## src/rtl/led_shift_ctrl.sv

```systemverilog
// led_shift_ctrl: one-hot LED chaser with selectable pattern mode.
//   A 16-bit prescaler divides clk by DIV. Each prescaler wrap (the tick) moves
//   the lit LED one position according to the current mode.
//   Optional feature macro: LED_SHIFT_BOUNCE_EN adds BOUNCE mode and the
//   direction flag. Without it the modes alternate LEFT <-> RIGHT.
// Ports:
//   clk      - system clock, rising edge
//   reset    - asynchronous active-high reset
//   mode_req - single-cycle pulse, advances the pattern mode
//   pause    - level, freezes prescaler, LED and direction while high
//   LED      - registered one-hot LED pattern
//   mode     - registered mode (00 LEFT, 01 RIGHT, 10 BOUNCE)
//   step     - registered strobe, high in the cycle the new LED value is shown
module led_shift_ctrl #(
  parameter int unsigned DIV = 4
) (
  input  logic       clk,
  input  logic       reset,
  input  logic       mode_req,
  input  logic       pause,
  output logic [7:0] LED,
  output logic [1:0] mode,
  output logic       step
);

  localparam int unsigned CNT_W = 16;
  localparam logic [CNT_W-1:0] CNT_MAX = CNT_W'(DIV - 1);

  typedef enum logic [1:0] {
    LEFT   = 2'b00,
    RIGHT  = 2'b01,
    BOUNCE = 2'b10,
    BAD    = 2'b11
  } mode_e;

  mode_e            state_q, state_d;
  logic [CNT_W-1:0] cnt_q, cnt_d;
  logic [7:0]       led_q, led_d;
  logic             step_q, step_d;
  logic             mode_chg;
  logic             tick;
`ifdef LED_SHIFT_BOUNCE_EN
  logic             dir_q, dir_d;   // 0 = moving left (toward bit 7), 1 = right
`endif

  assign tick = !pause && (cnt_q == CNT_MAX);

  // State and datapath registers
  always_ff @(posedge clk or posedge reset) begin
    if (reset) begin
      state_q <= LEFT;
      cnt_q   <= '0;
      led_q   <= 8'h01;
      step_q  <= 1'b0;
`ifdef LED_SHIFT_BOUNCE_EN
      dir_q   <= 1'b0;
`endif
    end else begin
      state_q <= state_d;
      cnt_q   <= cnt_d;
      led_q   <= led_d;
      step_q  <= step_d;
`ifdef LED_SHIFT_BOUNCE_EN
      dir_q   <= dir_d;
`endif
    end
  end

  // Next-state: mode sequencing, prescaler and LED movement
  always_comb begin
    state_d  = state_q;
    cnt_d    = cnt_q;
    led_d    = led_q;
    step_d   = 1'b0;
    mode_chg = 1'b0;
`ifdef LED_SHIFT_BOUNCE_EN
    dir_d    = dir_q;
`endif

    // Mode sequencing; unused codes fall to default and recover to LEFT
    case (state_q)
      LEFT: begin
        if (mode_req) begin
          state_d  = RIGHT;
          mode_chg = 1'b1;
        end
      end
      RIGHT: begin
        if (mode_req) begin
`ifdef LED_SHIFT_BOUNCE_EN
          state_d  = BOUNCE;
`else
          state_d  = LEFT;
`endif
          mode_chg = 1'b1;
        end
      end
`ifdef LED_SHIFT_BOUNCE_EN
      BOUNCE: begin
        if (mode_req) begin
          state_d  = LEFT;
          mode_chg = 1'b1;
        end
      end
`endif
      default: begin
        state_d  = LEFT;
        mode_chg = 1'b1;
      end
    endcase

    // A mode change overrides both pause and a coincident tick
    if (mode_chg) begin
      led_d  = 8'h01;
      cnt_d  = '0;
      step_d = 1'b0;
`ifdef LED_SHIFT_BOUNCE_EN
      dir_d  = 1'b0;
`endif
    end else if (!pause) begin
      if (tick) begin
        cnt_d  = '0;
        step_d = 1'b1;
        case (state_q)
          LEFT:  led_d = {led_q[6:0], led_q[7]};
          RIGHT: led_d = {led_q[0], led_q[7:1]};
`ifdef LED_SHIFT_BOUNCE_EN
          BOUNCE: begin
            // At an end stop, reverse and move away on the same tick
            if (!dir_q) begin
              if (led_q == 8'h80) begin
                dir_d = 1'b1;
                led_d = {1'b0, led_q[7:1]};
              end else begin
                led_d = {led_q[6:0], 1'b0};
              end
            end else begin
              if (led_q == 8'h01) begin
                dir_d = 1'b0;
                led_d = {led_q[6:0], 1'b0};
              end else begin
                led_d = {1'b0, led_q[7:1]};
              end
            end
          end
`endif
          default: led_d = led_q;
        endcase
      end else begin
        cnt_d = cnt_q + CNT_W'(1);
      end
    end
  end

  assign LED  = led_q;
  assign mode = state_q;
  assign step = step_q;

endmodule
```

## config.mk

```make
export PLATFORM = sky130hd
export DESIGN_NAME = led_shift_ctrl
export DESIGN_NICKNAME = d
export VERILOG_FILES = /design/src/rtl/led_shift_ctrl.sv
export SDC_FILE = /design/constraint.sdc
export NUM_CORES = 1
export LEC_CHECK = 0
export CORE_MARGIN = 2
export CORE_UTILIZATION = 40
export CTS_BUF_LIST = sky130_fd_sc_hd__clkbuf_16
export CTS_CLUSTER_DIAMETER = 40
export CTS_CLUSTER_SIZE = 20
export DETAILED_ROUTE_END_ITERATION = 12
export SYNTH_ARGS = -nofsm -noshare
export SYNTH_HDL_FRONTEND = slang
export SYNTH_SLANG_ARGS = --single-unit
```

## constraint.sdc

```tcl
create_clock -name clk -period 2.4 [get_ports clk]
set_clock_uncertainty 0.15 [all_clocks]
set_input_delay 0.6 -clock clk [delete_from_list [all_inputs] [get_ports clk]]
set_output_delay 0.6 -clock clk [all_outputs]
set_load 0.01 [all_outputs]
```

Word level (Yosys, flattened, before mapping)
Index checks and enable logic that the tools add are counted.

operators by class
  $add $sub $neg = 1
  equality and inequality tests = 5
  mux-type cells = 15
  reduce and logical (&&, ||, !) cells = 8

operator list
  operator               number
  $mux 16                3
  $mux 8                 3
  $add 16x1->16 const B  1
  $eq 16x2->1 const B    1
  $pmux 8 s2             1
  $mux 1                 5
  $mux 2                 2
  $ne 2x2->1 const B     2
  $pmux 2 s2             1
  $reduce_and 3->1       1
  $reduce_bool 3->1      1
  $eq 2x1->1 const B     1
  $logic_not 2->1        1
  $ne 2x1->1 const B     1
  $reduce_and 2->1       1
  $reduce_bool 2->1      1
  $reduce_or 2->1        1
  $logic_and 1x1->1      1
  $logic_not 1->1        1

storage, ports and cells
  register bits = 27
  input bits = 4
  output and inout bits = 11

Longest topological paths before layout
Gate-level depths: netlist (run 1).

  depth in word-level cells = 5
  mapped depth = 6

Worst setup path before layout (run 1)
OpenSTA, ideal clock, no wires.

  kind = input to register
  start point = input pause
  end point = register cnt_q[12]
  library setup time = 78 ps
  arrival time = 1,740 ps
  required time = 2,172 ps
  setup slack = 432 ps
  cell stages on the path = 5
  path through = nor2b_1 buf_2 or3_1 or3_1 a21oi_1

on the way
  longest elaborated chain between the ends = 5

ends and longest elaborated chain
  element               RTL line  RTL
  from (decl)           20        input logic pause,
  $logic_not 1->1       n/a
  $logic_and 1x1->1     46        assign tick = !pause && (cnt_q == CNT_MAX);
  $mux 16               121       if (tick) begin
  $mux 16               120       end else if (!pause) begin
  $mux 16               113       if (mode_chg) begin
  to (signal assigned)  60        cnt_q <= cnt_d;
  to (decl)             37        logic [CNT_W-1:0] cnt_q, cnt_d;

Several ways; a longest one is shown, not always the timed one. The select of a mux whose other input is x is not followed.
A chain may end at the register's enable or synchronous reset.

Worst setup path after layout (run 1)
  start point = input pause
  end point = register cnt_q[15]

Same word-level chain as after synthesis.

==> results by group, run 1 <==
Status
  – Status: finished, final reports clean

Synth
  – Area contributors post-synth: dfrtp_1 48%, mux2i_1 5.4%, o31ai_1 5.2%, xnor2_1 4.7%, nand2_1 4.6%
  – Asr flop ratio synth: 1.00
  – Post-Synthesis Cell Area: 0.00131 mm²
  – Seq/Total Area, Yosys: 0.500
  – Most common cell in the netlist: dfrtp_1
  – Synth top area share: 0.479
  – Cell variety after synth: 31
  – Number of synthesized register bits: 26
  – Syn Area/Cell: 10.0 µm²
  – Synth area leader: dfrtp_1
  – Post-synth EDFFs: 0
  – Syn Nets: 135
  – Syn Inst Count: 130
  – Top_reg_cell synth: dfrtp_1
  – Most frequent cells after synthesis: 25 x dfrtp_1, 16 x nand2_1, 12 x nor2_1, 9 x o31ai_1
  – Syn. warnings: 0

CTS
  – Htree depth: 1
  – Worst-case clock buffer depth: 2
  – CTS clk-pin slew, worst paths: 0.06 ns
  – Clk root buf: clkbuf_16
  – CTS sink cnt: 26
  – CTS tree: built
  – Post-CTS setup buffer count: 0
  – CTS Buf Count: 3
  – PostCTS Resize Cnt: 0
  – Hold buffer count at CTS: 0
  – Clk_lat worst skew: 0.26 ns

STA
  – F_max: 457 MHz
  – Setup TNS: 0 ns
  – Final period utilization: 0.911
  – Final Max Tran Viols: 0
  – Setup ws final: 0.214 ns
  – Final min period: 2.19 ns
  – Hold Slack: 0.364 ns
  – RSZ-0062 raised after global routing: false
  – Final hold vios: 0
  – Final setup fails: 0

Worst hold path
  – Min-Delay Endpoint: LED[0]
  – Worst hold stages: 2
  – Worst hold path type: reg2reg
  – Min-delay src: LED[0]

Final layout
  – Non-Filler Cell Area, Final: 0.00162 mm²
  – Nets: 157
  – Finished Layout Cells: 195
  – Layout Area Growth over Synthesis: 23.8%
  – # diodes: 0
  – Util after Layout: 0.525
  – Share of cells above drive strength 1: 0.113

GRT
  – Initial antenna violation count: 0
  – Vias in the first global route: 953
  – Largest net degree at the start of global routing: 27
  – Gr usage total: 0.158
  – First-pass GRT wire length: 4.38 mm
  – Remaining global-route overflow: 0

Power
  – Worst VDD drop: 289 µV
  – P per Cell Area: 659 mW/mm²
  – Pwr Total: 1.07 mW
  – Leak pwr: 0.666 nW

Critical path
  – Worst Path Required: 2.43 ns
  – WP data arrival: 2.22 ns
  – Reg-to-reg endpoint: cnt_q[14]
  – CP Class: in2reg
  – Reg-to-reg startpoint: cnt_q[0]
  – CP max FO: 4
  – Crit path max-delay family: simple AND/OR/NAND/NOR gates
  – Slowest stage delay, CP: 0.47 ns
  – R2R cell count: 5
  – Slowest CP cell: or4_1
  – CP startpoint kind: input pin
  – Worst-path cell chain: clkdlybuf4s50_1, nor2b_1, or3_4, or4_1, a21oi_1
  – Critical Path End Type: flop
  – Worst Path Buf+Inv: 1
  – R2r setup slk: 0.43 ns

Routing
  – Via Count: 1,016
  – 1st-pass router iterations: 4
  – Final WL: 2.55 mm
  – Number of remaining DRC errors: 0
  – Wire per inst: 13.1 µm
  – Vias per cell: 5.21
  – Post-route ant nets: 0
  – DRT iter0 DRCs: 53

Placed design
  – Placed cell count: 191
  – GP Congestion: 0.757
  – Pre-CTS setup slack: -0.0596 ns
  – PortBufs: 13
  – Dpl cell area: 0.00154 mm²
  – Post-DP HPWL: 1.87 mm

Floorplanning
  – Initial Utilization: 0.424
  – Die width: 61.1 µm
  – Die Ht: 61.1 µm
  – Area of the core: 0.00308 mm²
  – # IOs: 15
  – Std cell rows: 20
  – Die area: 0.00374 mm²

Job
  – MaxCap Viol Count: 0
final cells by class:
| class | instances | area (µm²) |
|---|---|---|
| Sequential cell | 26 | 652 |
| Multi-Input combinational cell | 96 | 617 |
| Timing Repair Buffer | 23 | 205 |
| Fill cell | 273 | 1460 |
| Clock buffer | 3 | 75.1 |
| Inverter | 2 | 7.51 |
| Clock inverter | 1 | 3.75 |
| Tap cell | 44 | 55.1 |
cells in the final DEF (no fill, tap or decap):
master and n:
nand3_2 1, nand4_1 3, dfrtp_1 25, nor2_1 12, and4_1 1, o21ai_0 5, nor4b_1 4, inv_1 3
nor2b_1 2, a211oi_1 1, or3_4 1, nand2b_1 2, xor2_1 4, or3_1 4, o31ai_1 9, clkdlybuf4s50_1 13
nand2_1 16, nor3_1 1, nand3_1 2, nor4_1 5, a41oi_1 1, nand4_2 1, xnor2_1 7, clkbuf_16 3
mux2i_1 7, a21oi_1 4, buf_4 10, ha_1 1, dfstp_2 1, or4_1 1, conb_1 1
how the worst max path moves through the flow:
stage	slack, ns	cells after the start	end	start
after floorplan	0.43	5	cnt_q[12]	pause
after global placement	-0.02	5	cnt_q[15]	pause
after detailed placement	-0.06	5	cnt_q[15]	pause
after global routing	0.10	6	LED[6]	pause
final	0.21	5	cnt_q[15]	pause
after CTS	0.22	5	cnt_q[15]	pause
cells by family (layout without fill, tap and decap cells):
family / count (synthesis) / after routing / synth area share
AOI/OAI and AO/OA: 20 / 20 / 0.0988
other: 1 / 1 / 0.00287
muxes: 7 / 7 / 0.0537
buffers and inverters: 8 / 29 / 0.0278
xor gates and xnor gates: 11 / 11 / 0.0738
adders and majority gates: 1 / 1 / 0.00959
DFF: 26 / 26 / 0.500
and+or+nand+nor: 56 / 56 / 0.234
state kept, by name, indices dropped and copies added (netlist names):
signal,cells
cnt_q,16
LED,8
mode,1
step,1
power by group:
part / internal [mW] / leakage [nW] / switching [mW]
clock: 0.223 / 0.0423 / 0.143
sequential: 0.468 / 0.355 / 0.0236
combinational: 0.109 / 0.269 / 0.0993
layer usage:
metal | vias up | track usage | wire length [µm]
met5 | - | 0 | 0
met4 | 0 | 0.0745 | 43
met3 | 5 | 0.0252 | 63
met2 | 14 | 0.245 | 1170
met1 | 484 | 0.216 | 1270
li1 | 513 | - | -
worst min-delay path: stages, from the launching register on:
cell and delay (ns):
dfstp_2 0.38, nand2_1 0.05, o21ai_0 0.07
No activity file was read; power rests on OpenSTA's default activity.
==> inputs of run 2 (changes only) <==
Settings changed: CTS_CLUSTER_DIAMETER 40 to not set.
==> results of run 2 <==
Same layout as run 1: the final DEF is identical, and so are final timing and power.
